===== config.mk =====
export PLATFORM = sky130hd
export DESIGN_NAME = seq_rshifter16
export DESIGN_NICKNAME = d
export VERILOG_FILES = /design/src/rtl/seq_rshifter16.sv
export SDC_FILE = /design/constraint.sdc
export NUM_CORES = 1
export LEC_CHECK = 0
export ABC_AREA = 1
export CAP_MARGIN = 20
export CORE_MARGIN = 2
export CORE_UTILIZATION = 46
export CTS_CLUSTER_DIAMETER = 30
export DETAILED_ROUTE_END_ITERATION = 10
export PLACE_DENSITY_LB_ADDON = 0.08
export SLEW_MARGIN = 40
export SYNTH_ARGS = -nofsm -noshare
export SYNTH_HDL_FRONTEND = slang
export SYNTH_SLANG_ARGS = --single-unit

===== constraint.sdc =====
create_clock -name clk -period 2.1 [get_ports clk]
set_clock_uncertainty 0.1 [all_clocks]
set_input_delay 0.21 -clock clk [delete_from_list [all_inputs] [get_ports clk]]
set_output_delay 0.21 -clock clk [all_outputs]
set_load 0.1 [all_outputs]

===== src/rtl/seq_rshifter16.sv =====
`default_nettype none
// ============================================================================
//  Module   : seq_rshifter16
//  Purpose  : Multi-cycle right shifter, one bit position per clock.
//             Logical (zero-fill) or arithmetic (sign-fill) mode, selected
//             when the operation is accepted. Result held in SSHO until the
//             next accepted start; done pulses for one cycle when it is valid.
//  Revision : 1.0  initial release
// ============================================================================
module seq_rshifter16 #(
   parameter int W  = 16,
   parameter int NW = 4
) (
   input  logic          clk,
   input  logic          rst,
   input  logic          start,
   input  logic [W-1:0]  AA,
   input  logic [NW-1:0] NN,
   input  logic          arith,
   output logic [W-1:0]  SSHO,
   output logic          busy,
   output logic          done
);

   typedef enum logic [1:0] {
      S_IDLE  = 2'd0,
      S_SHIFT = 2'd1,
      S_DONE  = 2'd2
   } state_t;

   state_t        state_q, state_d;
   logic [W-1:0]  ssho_q,  ssho_d;
   logic [NW-1:0] count_q, count_d;
   logic          mode_q,  mode_d;
   logic          busy_q;
   logic          done_q;

   // Next-state and datapath update; every register holds unless its state acts on it.
   always_comb begin
      state_d = state_q;
      ssho_d  = ssho_q;
      count_d = count_q;
      mode_d  = mode_q;
      case (state_q)
         S_IDLE: begin
            if (start) begin
               ssho_d  = AA;
               count_d = NN;
               mode_d  = arith;
               // A zero shift amount skips SHIFT and reports on the next cycle.
               state_d = (NN != '0) ? S_SHIFT : S_DONE;
            end
         end
         S_SHIFT: begin
            // MSB fill comes from the current MSB in arithmetic mode, so the sign propagates.
            ssho_d  = {(mode_q & ssho_q[W-1]), ssho_q[W-1:1]};
            count_d = count_q - NW'(1);
            if (count_q == NW'(1)) begin
               state_d = S_DONE;
            end
         end
         S_DONE: begin
            state_d = S_IDLE;
         end
         default: begin
            state_d = S_IDLE;
         end
      endcase
   end

   // State and datapath registers; busy/done are registered decodes of the next state
   // so they change cleanly with the state and never glitch.
   always_ff @(posedge clk) begin
      if (rst) begin
         state_q <= S_IDLE;
         ssho_q  <= '0;
         count_q <= '0;
         mode_q  <= 1'b0;
         busy_q  <= 1'b0;
         done_q  <= 1'b0;
      end else begin
         state_q <= state_d;
         ssho_q  <= ssho_d;
         count_q <= count_d;
         mode_q  <= mode_d;
         busy_q  <= (state_d != S_IDLE);
         done_q  <= (state_d == S_DONE);
      end
   end

   assign SSHO = ssho_q;
   assign busy = busy_q;
   assign done = done_q;

endmodule
`default_nettype wire

# Word level (Yosys, flattened, before mapping)

Cells that the tools add are included.

Flip-flop bits (word level): 25
Latch bits: 0
Bits in writable memories: 0
ROM bits: 0
Bits of input ports: 24
Output and inout port bits: 18
Word-level logic and storage cells: 26
Memories kept: 0

Add/sub/neg operators: 1
Multiply operators: 0
Div/mod/pow operators: 0
Order comparisons: 0
Eq/ne operators: 4
Shifts and indexed selects: 0
Multiplexer cells: 8
Bitwise gates (word level): 1
Reductions and logical operators: 6

Operators by type and width:

| kind                                                                   | number |
|---|---|
| 16-bit case mux with 2 select lines                                    | 1 |
| 16-bit 2-to-1 mux                                                      | 1 |
| 4-bit case mux with 2 select lines                                     | 1 |
| 2-bit 2-to-1 mux                                                       | 3 |
| 4-bit by 1-bit equality test with 1-bit output (second input constant) | 1 |
| 4-bit 2-to-1 mux                                                       | 1 |
| 2-bit case mux with 2 select lines                                     | 1 |
| 2-bit AND reduction                                                    | 2 |
| 2-bit nonzero test                                                     | 2 |
| 4-bit nonzero test                                                     | 1 |
| 4-bit by 1-bit subtractor with 4-bit output (second input constant)    | 1 |
| 2-bit by 1-bit equality test with 1-bit output (second input constant) | 1 |
| 2-bit equality test (second input constant)                            | 1 |
| 2-bit logical NOT                                                      | 1 |
| 2-bit != test (second input constant)                                  | 1 |
| 1-bit AND                                                              | 1 |

# Depth between registers and ports, before layout

Word-level depth: 5
Mapped depth: 8
Mapped depth without buffers: 7

# Worst setup path before layout

OpenSTA, ideal clock, no wires.

Path type: register to register
From: reg ssho_q[15] (netlist: SSHO[15])
To: reg ssho_q[14] (netlist: SSHO[14])
Library setup time: 0.067 ns
Arrival: 1.293 ns
Required time: 1.933 ns
Slack: 0.640 ns
Cell stages (with the launch flop): 5
Path buffers: 0
Period minus slack after synthesis: 1.460 ns
Cell sequence: dfxtp_1 > nand2_1 > nand2_1 > a21oi_1 > nor2_1

Word-level cells in the longest chain between the ends: 1

RTL lines:

| what                                | RTL line | source |
|---|---|---|
| start: declaration                  | 32       | `logic [W-1:0] ssho_q, ssho_d;` |
| start signal: assignment            | 83       | `ssho_q <= ssho_d;` |
| 16-bit case mux with 2 select lines | 44       | `case (state_q)` |

No other way between the ends.
A chain may end at the register's enable or synchronous reset.

# Worst setup path after layout

From: reg state_q[0]
To: reg count_q[3]

Word-level cells in the longest chain between the ends: 3
Elaborated cells on any way between the ends: 6
Those cells by class: eq/ne: 2; mux: 1; reduce/logical: 3

RTL lines:

| what                                                                                       | RTL line | source |
|---|---|---|
| start: declaration                                                                         | 31       | `state_t state_q, state_d;` |
| start signal: assignment                                                                   | 82       | `state_q <= state_d;` |
| 2-bit by 1-bit equality test with 1-bit output / 2-bit logical NOT (equally long branches) | 44       |  |
| 2-bit nonzero test (no line) / 2-bit != test (equally long branches)                       | n/a      |  |
| 2-bit AND reduction (no line)                                                              | n/a      |  |
| end signal: assignment                                                                     | 84       | `count_q <= count_d;` |
| end: declaration                                                                           | 33       | `logic [NW-1:0] count_q, count_d;` |

Several ways; a longest one is shown, not always the timed one.

==> Flow_metrics.wiki <==
{| class="wikitable"
! Metric !! Value
|-
| Placed Area || 1500 µm²
|-
| Maximum resistive drop on vdd || 520 µV
|-
| Post-CTS repair timing setup buffer count || 0
|-
| Largest net degree at the start of global routing || 20
|-
| Most frequently used flop master after synthesis || sky130_fd_sc_hd__dfxtp_1
|-
| Part of the total power dissipated in the clock network || 16.7%
|-
| Number of enable flip-flop cells after synthesis || 0
|-
| Fraction of layout instances using a drive strength above 1 || 14.2%
|-
| Starting Density || 49.9%
|-
| Number of max-cap violations || 0
|-
| Remaining antenna violation count || 0
|-
| Total iterations of the first detailed-routing run || 4
|-
| Switching share of power || 43.3%
|-
| Cell-internal power || 0.733 mW
|-
| Worst-margin pin slew || 0.430 ns
|-
| Die X || 53.5 µm
|-
| Clock-pin slew on the worst setup and hold paths || 0.14 ns
|-
| Peak per-stage delay on the critical path || 0.36 ns
|-
| Gate power share || 40.1%
|-
| Number of nets produced by synthesis || 189
|-
| Number of hold-repair buffers added at the cts stage || 0
|-
| Post-synth top area share || 44.5%
|-
| Wire length of the first global-routing pass || 4490 µm
|-
| Number of distinct library cells after synthesis || 20
|-
| Slowest-stage cell, CP || sky130_fd_sc_hd__dfxtp_1
|-
| Largest family of logic cells by synthesized area || simple AND/OR/NAND/NOR gates
|-
| Setup repair after global routing missed its margin || false
|-
| TritonCTS clock tree || done
|-
| Utilization after layout || 67.9%
|-
| Number of DRC violations after detailed-routing iteration 0 || 36
|-
| Critical path fanouts, max || 19
|-
| Finished Cell Area || 1530 µm²
|-
| Outcome || complete, no violations
|-
| Share of the cycle needed by the critical path after routing || 73.0%
|-
| Cell chosen for the clock root || sky130_fd_sc_hd__clkbuf_4
|-
| Global-route usage over all layers || 21.9%
|-
| Arrival time at the worst endpoint || 1.69 ns
|-
| Max Freq || 0.653 GHz
|-
| Latest clock arrival within the worst-skew pair || 0.31 ns
|-
| Core Area || 2250 µm²
|-
| Initial antenna violation count || 0
|-
| Growth of design area from synthesis to finish || 36.2%
|-
| Drt wl/cell || 11.9 µm
|-
| Simple-gate portion of the synthesized area || 34.9%
|-
| Cell taking the most area after synthesis || sky130_fd_sc_hd__dfxtp_1
|-
| Boundary Pins || 42
|-
| Compound-cell area share of the yosys netlist || 12.5%
|-
| Total clock buffers created by CTS || 3
|-
| Share of the synthesized netlist area taken by xor and xnor gates || 0%
|-
| Final Instance Count excl. Fillers || 232
|-
| Min cycle time layout || 1.53 ns
|-
| Multiplexer area fraction after synthesis || 0%
|-
| FP Rows || 17
|-
| Post-Synth Adder-Cell Area || 2.22%
|-
| Share of synthesized registers carrying an async set or reset || 0%
|-
| Type of the setup path with the least slack || reg -> reg
|-
| GR Overflow Total || 0
|-
| Required time at the endpoint of the critical path || 2.25 ns
|-
| Detailed placer's ending HPWL || 2010 µm
|-
| Final wirelength || 2750 µm
|-
| Final hold vios || 0
|-
| Vias per cell || 5.02
|-
| Quantity of gates resized following cts || 0
|-
| Min-Delay Path Class || in -> reg
|-
| Longest Clk Path Bufs || 2
|-
| Most common cell type on the critical path || sky130_fd_sc_hd__inv_2
|-
| Leading cell types by count after synthesis || sky130_fd_sc_hd__nand2_1, sky130_fd_sc_hd__nor2_1, sky130_fd_sc_hd__dfxtp_1, sky130_fd_sc_hd__a21oi_1, sky130_fd_sc_hd__o21ai_0
|-
| Cell with the most instances after synthesis || sky130_fd_sc_hd__nand2_1
|-
| Via count || 1164
|-
| Drt drc || 0
|-
| Die outline area || 2860 µm²
|-
| Net Switching || 0.561 mW
|-
| Via count of the first global-routing pass || 1028
|-
| PnR Total Power || 1.29 mW
|-
| Mean Syn Cell Area || 6.90 µm²
|-
| Antenna diode count || 0
|-
| Kind of capture point of the worst setup path || flip-flop
|-
| Layout Nets || 231
|-
| TNS Setup || 0 ns
|-
| H-tree levels || 1
|-
| Number of instances in the synthesized netlist || 163
|-
| Fraction of power consumed by sequential logic || 43.2%
|-
| Inst Count DP || 228
|-
| Leakage component of the power || 0.694 nW
|-
| Worst relative slew slack || 71.2%
|-
| Clock sink count || 25
|-
| Final GP Congestion || 0.772
|-
| FILL cells || 226
|-
| Number of warnings reported in the yosys synthesis log || 0
|-
| Final count of negative-setup-slack endpoints || 0
|-
| Cells traversed along the worst timing path || inv_2 -> nor2_4 -> inv_2 -> nand2_4 -> inv_2 -> nand2_1 -> a21oi_1
|-
| Port bufs || 41
|-
| Sequential share of the synthesized area || 44.5%
|-
| Combined area of all synthesized cells || 1120 µm²
|-
| P per Cell Area || 845 nW/µm²
|-
| Height of the chip || 53.5 µm
|-
| Flip-flop and latch count after synthesis || 25
|-
| Pins Over Slew Limit || 0
|-
| Startpoint type of the worst setup path || flip-flop
|-
| Synth top area cells || sky130_fd_sc_hd__dfxtp_1, sky130_fd_sc_hd__nand2_1, sky130_fd_sc_hd__nor2_1
|}
==> power groups by stage <==
stage | Sequential (mW) | Combinational [mW] | Clock (mW)
after floorplan | 0.803 | 0.152 | 0
after CTS | 0.558 | 0.520 | 0.225
after global placement | 0.566 | 0.513 | 0
after global routing | 0.565 | 0.552 | 0.240
final | 0.558 | 0.519 | 0.216
after detailed placement | 0.568 | 0.519 | 0
==> path summary, 6_finish.rpt <==
| check | from | endpoint | slack (ns) | cells after the start |
|---|---|---|---|---|
| worst min-delay path | AA[7] | SSHO[7]$_SDFFE_PP0P_ | 0.37 | 3 |
| worst max-delay path | state_q[0]$_SDFF_PP0_ | count_q[3]$_SDFFE_PP0P_ | 0.57 | 7 |
| worst max register to register | state_q[0]$_SDFF_PP0_ | count_q[3]$_SDFFE_PP0P_ | 0.57 | 7 |
| worst min register to register | SSHO[0]$_SDFFE_PP0P_ | SSHO[0]$_SDFFE_PP0P_ | 0.38 | 2 |
==> through the flow <==
step	hold slack, ns	worst slack [ns]
after CTS	0.367	0.558
after floorplan	0.277	0.640
final	0.372	0.568
after detailed placement	0.365	0.443
after global placement	0.358	0.486
after global routing	0.373	0.433
==> final cells by class <==
cell class	count	area, µm²	area share, %
inverters	8	30.0	1.96
clock buffers	3	22.5	1.47
well taps	28	35.0	2.29
repair buffers	43	380	24.8
clock inverters	1	5.00	0.327
multi-input cells	124	558	36.4
flip-flops and latches	25	500	32.7
==> critical path, delay by kind of cell (launching register included) <==
kind            cells  cell delay, ns
compound gates      1            0.16
flops               1            0.36
buf+inv             3            0.55
simple gates        3            0.31
==> logic make-up after synthesis <==
family / after synthesis
AND/OR/NAND/NOR: 95
AO/OA/AOI/OAI: 27
flip-flops: 25
buffers and inverters: 14
adder cells (fa/ha/maj): 2
==> layout by cell type, fill, tap and decap left out, types with 5 or more instances in the layout <==
cell,Yosys,layout
sky130_fd_sc_hd__nand3_1,7,7
sky130_fd_sc_hd__buf_4,1,20
sky130_fd_sc_hd__o21ai_0,10,10
sky130_fd_sc_hd__nor2_1,27,27
sky130_fd_sc_hd__dfxtp_1,25,25
sky130_fd_sc_hd__clkdlybuf4s50_1,0,23
sky130_fd_sc_hd__nand2_1,51,51
sky130_fd_sc_hd__nor3_1,7,7
sky130_fd_sc_hd__a21oi_1,14,14
sky130_fd_sc_hd__inv_1,5,5
==> layer usage <==
| metal | wire length, µm | global-route usage (%) | vias to the layer above |
|---|---|---|---|
| li1 | - | - | 607 |
| met1 | 1240 | 25.0 | 525 |
| met2 | 1350 | 40.9 | 30 |
| met3 | 143 | 3.39 | 2 |
| met4 | 19 | 6.41 | 0 |
| met5 | 0 | 0 | - |
==> sequential cells by signal, summed over array words and instances, names as in the netlist <==
register / flops
state_q: 2
busy: 1
count_q: 4
done: 1
mode_q: 1
SSHO: 16
(Power assumes the default switching activity.)
